--- config.mk ---
export PLATFORM = sky130hd
export DESIGN_NAME = pwm_capture
export DESIGN_NICKNAME = d
export VERILOG_FILES = /design/src/rtl/pwm_capture.sv
export SDC_FILE = /design/constraint.sdc
export NUM_CORES = 1
export LEC_CHECK = 0
export CORE_MARGIN = 1
export CORE_UTILIZATION = 64
export CTS_CLUSTER_DIAMETER = 120
export DETAILED_ROUTE_END_ITERATION = 10
export GPL_ROUTABILITY_DRIVEN = 1
export PLACE_DENSITY = 0.89
export SLEW_MARGIN = 40
export SYNTH_ARGS = -nofsm -noshare
export SYNTH_HDL_FRONTEND = slang
export SYNTH_SLANG_ARGS = --single-unit
--- constraint.sdc ---
create_clock -name clk -period 4.5 [get_ports clk]
set_input_delay 0.9 -clock clk [delete_from_list [all_inputs] [get_ports clk]]
set_output_delay 0.9 -clock clk [all_outputs]
set_load 0.01 [all_outputs]
--- src/rtl/pwm_capture.sv ---
// pwm_capture: measures period and high time of CH asynchronous PWM inputs between
// consecutive rising edges, with per-channel timeout and a shared read mux.
module pwm_capture #(
  parameter int CH   = 8,
  parameter int CW   = 16,
  parameter int SELW = 3
) (
  input  logic            clk,
  input  logic            rst,
  input  logic [CH-1:0]   pwm_in,
  input  logic [SELW-1:0] rd_sel,
  output logic [CW-1:0]   rd_period,
  output logic [CW-1:0]   rd_high,
  output logic            rd_valid,
  output logic            rd_stuck,
  output logic [CH-1:0]   new_meas
);

  typedef enum logic [0:0] {WAIT_RISE = 1'b0, MEAS = 1'b1} state_e;

  localparam logic [CW-1:0] CNT_ZERO = {CW{1'b0}};
  localparam logic [CW-1:0] CNT_ONE  = {{(CW-1){1'b0}}, 1'b1};
  localparam logic [CW-1:0] CNT_MAX  = {CW{1'b1}};

  logic [CH-1:0] meta_q, meta_d, sync_q, sync_d, lvl_q, lvl_d, prev_q, prev_d;
  logic [CH-1:0] rise;
  logic [CH-1:0] valid_q, valid_d, stuck_q, stuck_d, new_meas_q, new_meas_d;
  state_e        state_q   [CH];
  state_e        state_d   [CH];
  logic [CW-1:0] per_cnt_q [CH];
  logic [CW-1:0] per_cnt_d [CH];
  logic [CW-1:0] hi_cnt_q  [CH];
  logic [CW-1:0] hi_cnt_d  [CH];
  logic [CW-1:0] period_q  [CH];
  logic [CW-1:0] period_d  [CH];
  logic [CW-1:0] high_q    [CH];
  logic [CW-1:0] high_d    [CH];
  logic          sel_hit;

  // Synchronizer chain; the extra lvl stage places result updates after edge k+3.
  always_comb begin
    meta_d = pwm_in;
    sync_d = meta_q;
    lvl_d  = sync_q;
    prev_d = lvl_q;
    rise   = lvl_q & ~prev_q;
  end

  // State register for every flop in the block.
  always_ff @(posedge clk) begin
    if (rst) begin
      meta_q     <= {CH{1'b0}};
      sync_q     <= {CH{1'b0}};
      lvl_q      <= {CH{1'b0}};
      prev_q     <= {CH{1'b0}};
      valid_q    <= {CH{1'b0}};
      stuck_q    <= {CH{1'b0}};
      new_meas_q <= {CH{1'b0}};
      for (int i = 0; i < CH; i++) begin
        state_q[i]   <= WAIT_RISE;
        per_cnt_q[i] <= CNT_ZERO;
        hi_cnt_q[i]  <= CNT_ZERO;
        period_q[i]  <= CNT_ZERO;
        high_q[i]    <= CNT_ZERO;
      end
    end else begin
      meta_q     <= meta_d;
      sync_q     <= sync_d;
      lvl_q      <= lvl_d;
      prev_q     <= prev_d;
      valid_q    <= valid_d;
      stuck_q    <= stuck_d;
      new_meas_q <= new_meas_d;
      for (int i = 0; i < CH; i++) begin
        state_q[i]   <= state_d[i];
        per_cnt_q[i] <= per_cnt_d[i];
        hi_cnt_q[i]  <= hi_cnt_d[i];
        period_q[i]  <= period_d[i];
        high_q[i]    <= high_d[i];
      end
    end
  end

  // Next-state logic; a rise always wins over the timeout.
  always_comb begin
    for (int i = 0; i < CH; i++) begin
      state_d[i] = state_q[i];
      case (state_q[i])
        WAIT_RISE: begin
          if (rise[i]) state_d[i] = MEAS;
          else         state_d[i] = WAIT_RISE;
        end
        MEAS: begin
          if (rise[i])                        state_d[i] = MEAS;
          else if (per_cnt_q[i] == CNT_MAX)   state_d[i] = WAIT_RISE;
          else                                state_d[i] = MEAS;
        end
        default: state_d[i] = WAIT_RISE;
      endcase
    end
  end

  // Counter, result and flag updates driven by the per-channel state.
  always_comb begin
    valid_d    = valid_q;
    stuck_d    = stuck_q;
    new_meas_d = {CH{1'b0}};
    for (int i = 0; i < CH; i++) begin
      per_cnt_d[i] = per_cnt_q[i];
      hi_cnt_d[i]  = hi_cnt_q[i];
      period_d[i]  = period_q[i];
      high_d[i]    = high_q[i];
      case (state_q[i])
        WAIT_RISE: begin
          if (rise[i]) begin
            per_cnt_d[i] = CNT_ONE;
            hi_cnt_d[i]  = CNT_ONE;
          end else begin
            per_cnt_d[i] = per_cnt_q[i];
          end
        end
        MEAS: begin
          if (rise[i]) begin
            period_d[i]   = per_cnt_q[i];
            high_d[i]     = hi_cnt_q[i];
            valid_d[i]    = 1'b1;
            stuck_d[i]    = 1'b0;
            new_meas_d[i] = 1'b1;
            per_cnt_d[i]  = CNT_ONE;
            hi_cnt_d[i]   = CNT_ONE;
          end else if (per_cnt_q[i] == CNT_MAX) begin
            stuck_d[i] = 1'b1;
            valid_d[i] = 1'b0;
          end else begin
            per_cnt_d[i] = per_cnt_q[i] + CNT_ONE;
            hi_cnt_d[i]  = hi_cnt_q[i] + {{(CW-1){1'b0}}, lvl_q[i]};
          end
        end
        default: begin
          per_cnt_d[i] = CNT_ZERO;
          hi_cnt_d[i]  = CNT_ZERO;
        end
      endcase
    end
  end

  // Read mux; selects with no matching channel leave every output at zero.
  always_comb begin
    rd_period = CNT_ZERO;
    rd_high   = CNT_ZERO;
    rd_valid  = 1'b0;
    rd_stuck  = 1'b0;
    sel_hit   = 1'b0;
    for (int i = 0; i < CH; i++) begin
      sel_hit   = (rd_sel == SELW'(i));
      rd_period = rd_period | (period_q[i] & {CW{sel_hit}});
      rd_high   = rd_high   | (high_q[i]   & {CW{sel_hit}});
      rd_valid  = rd_valid  | (valid_q[i]  & sel_hit);
      rd_stuck  = rd_stuck  | (stuck_q[i]  & sel_hit);
    end
  end

  assign new_meas = new_meas_q;

endmodule

Word-level counts from Yosys, hierarchy flattened
Memory sizes are Yosys's and may differ from the RTL's.
Index checks and enable logic that the tools add are counted.
W data, S select, Z words.
{ "word_totals": {"memories": 5, "wordCells": 402, "register_bits": 56, "output_inout_bits": 42, "input_bits": 13, "mem_bits_rw": 520} }
{ "classes": {"n_mux": 203, "reduce_logical": 25, "add_sub_neg": 16, "n_eq_ne": 15, "bitwise": 110} }
{ "mem_list": {"columns": ["memory", "depth", "word_bits", "rd", "rd_ports_with_merged_regs", "wr", "line_no", "text"], "rows": [
  ["hi_cnt_q", 8, 16, 8, 0, 8, "32", "logic [CW-1:0] hi_cnt_q [CH];"],
  ["high_q", 8, 16, 8, 0, 8, "36", "logic [CW-1:0] high_q [CH];"],
  ["per_cnt_q", 8, 16, 8, 0, 8, "30", "logic [CW-1:0] per_cnt_q [CH];"],
  ["period_q", 8, 16, 8, 0, 8, "34", "logic [CW-1:0] period_q [CH];"],
  ["state_q", 8, 1, 8, 0, 8, "28", "state_e state_q [CH];"]
]} }
{ "op_table": {"columns": ["op", "count"], "rows": [
  ["$mux W16", 112],
  ["$pmux W16 S2", 16],
  ["$and A16 B16 Y16", 16],
  ["$or A16 B16 Y16", 14],
  ["$add A16 B1 Y16", 8],
  ["$add A16 B1 Y16 const B", 8],
  ["$eq A16 B16 Y1 const B", 8],
  ["$mux W1", 67],
  ["$or A1 B1 Y1", 54],
  ["$and A1 B1 Y1", 16],
  ["$pmux W1 S2", 8],
  ["$reduce_and A2 Y1", 8],
  ["$reduce_bool A2 Y1", 8],
  ["$reduce_or A2 Y1", 8],
  ["$eq A3 B3 Y1 const B", 4],
  ["$and A8 B8 Y8", 1],
  ["$not A1 Y1", 8],
  ["$not A8 Y8", 1],
  ["$eq A3 B2 Y1 const B", 2],
  ["$eq A3 B1 Y1 const B", 1],
  ["$logic_not A3 Y1", 1]
]} }

Logic depth before layout (Yosys ltp)
{ "logic_depth": {"ltp_word": 9, "depth_mapped": 7, "depth_no_buf": 6} }

Least setup slack after synthesis
Ideal clock, no wire load.
{ "synth_timing": {"path_kind": "input to output", "from": "in rd_sel[1]", "to": "out rd_period[10]", "path_slack_ns": 1.125, "path_buffers": 2, "t_required_ns": 3.600, "cell_stages": 6, "arrival_ns": 2.475, "path_cell_list": "clkbuf_1 > clkbuf_1 > mux2_2 > a221oi_1 > a21oi_1 > a221o_1"} }
{ "synth_between": {"elab_chain_len": 9, "elab_cells_between_ends": 23, "cone_classes": "eq/ne (7); bitwise (15); reduce/logical (1)"} }
{ "synth_lines": {"columns": ["element", "line_no", "text"], "rows": [
  ["start: declaration", "11", "input logic [SELW-1:0] rd_sel,"],
  ["$eq A3 B1 Y1 / $logic_not A3 Y1 (equally long branches)", "155", "sel_hit = (rd_sel == SELW'(i));"],
  ["$and A16 B16 Y16", "156", "rd_period = rd_period | (period_q[i] & {CW{sel_hit}});"],
  ["$or A16 B16 Y16 (6 in a row)", "156", null],
  ["$or A16 B16 Y16 (*)", "156", null],
  ["end: declaration", "12", "output logic [CW-1:0] rd_period,"]
]} }
Mark *: on every way between the ends. The rest lies on a longest branch, timed or not.

Final worst setup path
{ "layout_timing": {"from": "in rd_sel[2]", "to": "out rd_stuck"} }
{ "layout_between": {"elab_chain_len": 9, "elab_cells_between_ends": 23, "cone_classes": "eq/ne (7); bitwise (15); reduce/logical (1)"} }
{ "layout_lines": {"columns": ["element", "line_no", "text"], "rows": [
  ["$eq A3 B1 Y1 / $logic_not A3 Y1 (equally long branches)", "155", null],
  ["$and A1 B1 Y1", "159", "rd_stuck = rd_stuck | (stuck_q[i] & sel_hit);"],
  ["$or A1 B1 Y1 (6 in a row)", "159", null],
  ["$or A1 B1 Y1 (*)", "159", null],
  ["end: declaration", "15", "output logic rd_stuck,"]
]} }
Marked as above.

==> run_results.csv <==
group,metric,value,unit
clocking,cts_buffers,56,
route,dr.pass1.iters,9,
place,dp_hpwl,56700,um
synth,ys_seq_area_frac,0.463,
run,cap_violations,0,
critical_path,required,3600,ps
sta,rsz0062_at_grt,"false",
global_route,grt_pass1_wl,120000,um
global_route,grt_pass1_vias,20300,
worst_hold_path,hp-class,"register to register",
synth,yosys-top-cells-area,"dfxtp_1, a22o_1, a21oi_1",
sta,hold_ws,436,ps
final_layout,final_nets,2608,
power,peakVddDrop,0.000346,V
global_route,groute.usage.overall,0.395,
sta,worst_pin_slew,818,ps
clocking,hold_buffers,0,
synth,synth_top_area_frac,0.463,
synth,syn_inst,2609,
clocking,root_buffer,"clkbuf_16",
synth,ys_async_sr_fraction,0,
clocking,post_cts_buffers,0,
route,vias,22500,
clocking,postCtsResizedCells,0,
sta,clock_skew,20.3,ps
final_layout,syn_to_final_growth,12.3,%
synth,synth_top_area_cell,"dfxtp_1",
sta,setup_violations,0,
clocking,cts_tree,"yes",
sta,period_share,0.894,
global_route,grt_max_degree,42,
sta,drv_slew,0,
critical_path,startpoint_type,"input pin",
critical_path,regToRegEndpoint,"per_cnt_q[0][29]",
clocking,h-tree-depth,2,
synth,yosysWarnings,0,
place,placed_area,25800,um^2
floorplanning,die_y,199,um
global_route,grt_overflow,0,
floorplanning,die_x,199,um
route,wl,78700,um
final_layout,fill_cells,2586,
synth,syn_nets,2646,
place,place_congestion,1.07,
sta,slew_headroom,0.450,
power,p_leak,9.52,nW
synth,synth_cell_types,63,
place,place_inst,3023,
sta,setup_tns,0,ps
synth,synth-main-ff-cell,"dfxtp_1",
final_layout,drive_gt1_frac,0.0940,
sta,period_needed,4020,ps
worst_hold_path,hold_path_end,"lvl_d[4]",
critical_path,r2r_slack,2080,ps
sta,hold_viol,0,
clocking,path_clk_slew,60,ps
synth,syn-cell-area,24900,um^2
power,power.density,383,nW/um^2
floorplanning,rows,71,
final_layout,layout.cells.non_filler,3129,
status,status,"completed",
critical_path,ff2ff_path_depth,4,
route,ant_nets,0,
critical_path,path_max_fanout,41,
clocking,cts_sinks,576,
critical_path,end_kind,"output pin",
critical_path,reg2reg_from,"state_q[0][1]",
critical_path,critPathKind,"input pin to output pin",
sta,fmax,0.249,GHz
global_route,antenna_found_initial,5,
route,drc_errors,0,
worst_hold_path,worstHoldPathCells,1,
route,via_per_inst,7.17,
worst_hold_path,worstHoldStart,"meta_q[4]",
floorplanning,io-pin-count,55,
floorplanning,die_area,39700,um^2
final_layout,fin_area,28000,um^2
route,avgRoutedWirePerCell,25.2,um
floorplanning,start_util,0.656,
clocking,cts_buffer_depth,3,
critical_path,cp.arrival,3120,ps
place,port_buffers,54,
floorplanning,core_area,37900,um^2
synth,synth_edf_count,0,
synth,ys_ff_latch,576,
route,dr.first_iter.drc_count,2543,
synth,syn_avg_cell_area,9.54,um^2
clocking,clkLatencyLatePin,630,ps
final_layout,final_core_util,0.737,
==> metrics by stage <==
| step | total power, W | setup WS [ps] |
|---|---|---|
| final | 0.0107 | 477 |
| after global placement | 0.00555 | 575 |
| after floorplan | 0.00546 | 1120 |
| after detailed placement | 0.00557 | 558 |
| after CTS | 0.0107 | 566 |
| after global routing | 0.0109 | 417 |
==> critical path: stages <==
cell,delay [ps]
buf_4,420
nor2b_1,580
a21oi_1,160
o21ai_0,410
clkdlybuf4s50_1,630
==> cell type report <==
cell class                 count  area, um^2  area share
sequential                   576       11500       0.412
multi-input combinational   1786       12600       0.451
inverter                      50         188     0.00671
antenna                        1        2.50   0.0000895
clock buffer                  78        1640      0.0585
clock inverter                26         440      0.0158
tap                          511         639      0.0229
timing repair buffer         101         918      0.0328
==> kinds of logic after synthesis <==
kind of cell    synth area share
simple gates               0.187
buf+inv                   0.0385
fa+ha+maj                 0.0121
flops                      0.463
mux                       0.0563
compound gates             0.242
xor+xnor                0.000704
==> registers in the layout, indices dropped and copies added, names as in the netlist <==
signal	flops
hi_cnt_q	128
high_q	128
per_cnt_q	128
period_q	128
lvl_d	8
lvl_q	8
meta_q	8
new_meas	8
prev_q	8
state_q	8
stuck_q	8
valid_q	8
==> worst max-delay path by stage <==
stage	cells after the start	end	start	slack, ps
floorplan	6	rd_period[10]	rd_sel[1]	1120
global placement	5	rd_high[9]	rd_sel[2]	570
detailed placement	6	rd_period[14]	rd_sel[1]	560
CTS	6	rd_period[14]	rd_sel[1]	570
global route	5	rd_high[9]	rd_sel[2]	420
finish	5	rd_stuck	rd_sel[2]	480
==> where the power goes <==
group	internal, W	switching [W]
logic	0.0000957	0.000220
clock network	0.00317	0.00206
registers	0.00512	0.0000277
==> synth_stat cells, drive strengths merged, types with 10 or more instances <==
cell,number
a221o,10
mux2,29
o41ai,13
or3,77
and2,18
nor4,26
o31ai,118
nor3,42
a21oi,219
o211ai,12
nand4,82
mux4,18
buf,33
and4,32
a211oi,13
nand2,153
dfxtp,576
nand3,101
and3,22
clkbuf,164
a31oi,13
a22oi,11
nor2b,48
ha,24
mux2i,67
nor2,60
a22o,274
inv,50
o21ai,68
o21a,19
or4,125
==> layout by cell type (no fill, tap or decap), drive strengths merged, types with 9 or more instances in the layout <==
cell,count
o21a,19
o21ai,68
mux4,18
and4,32
nand4,82
or3,77
buf,51
a211oi,13
a22o,274
or4,125
nor3,42
clkinv,9
a22oi,11
inv,51
nor2b,48
nand2,153
nor2,60
clkdlybuf4s50,50
and3,22
o41ai,13
nor4,26
nand3,101
a31oi,13
o211ai,12
mux2i,67
bufinv,11
a221o,10
mux2,29
and2,18
dfxtp,576
a21oi,219
o31ai,118
ha,24
clkbuf,78
==> per-layer routing <==
layer	global-route usage	vias to the layer above	wire [um]
li1	-	10100	-
met1	0.538	10900	31400
met2	0.595	1228	34400
met3	0.0773	196	8590
met4	0.200	4	4370
met5	0	-	29
Power figures use the tool's default switching activity.
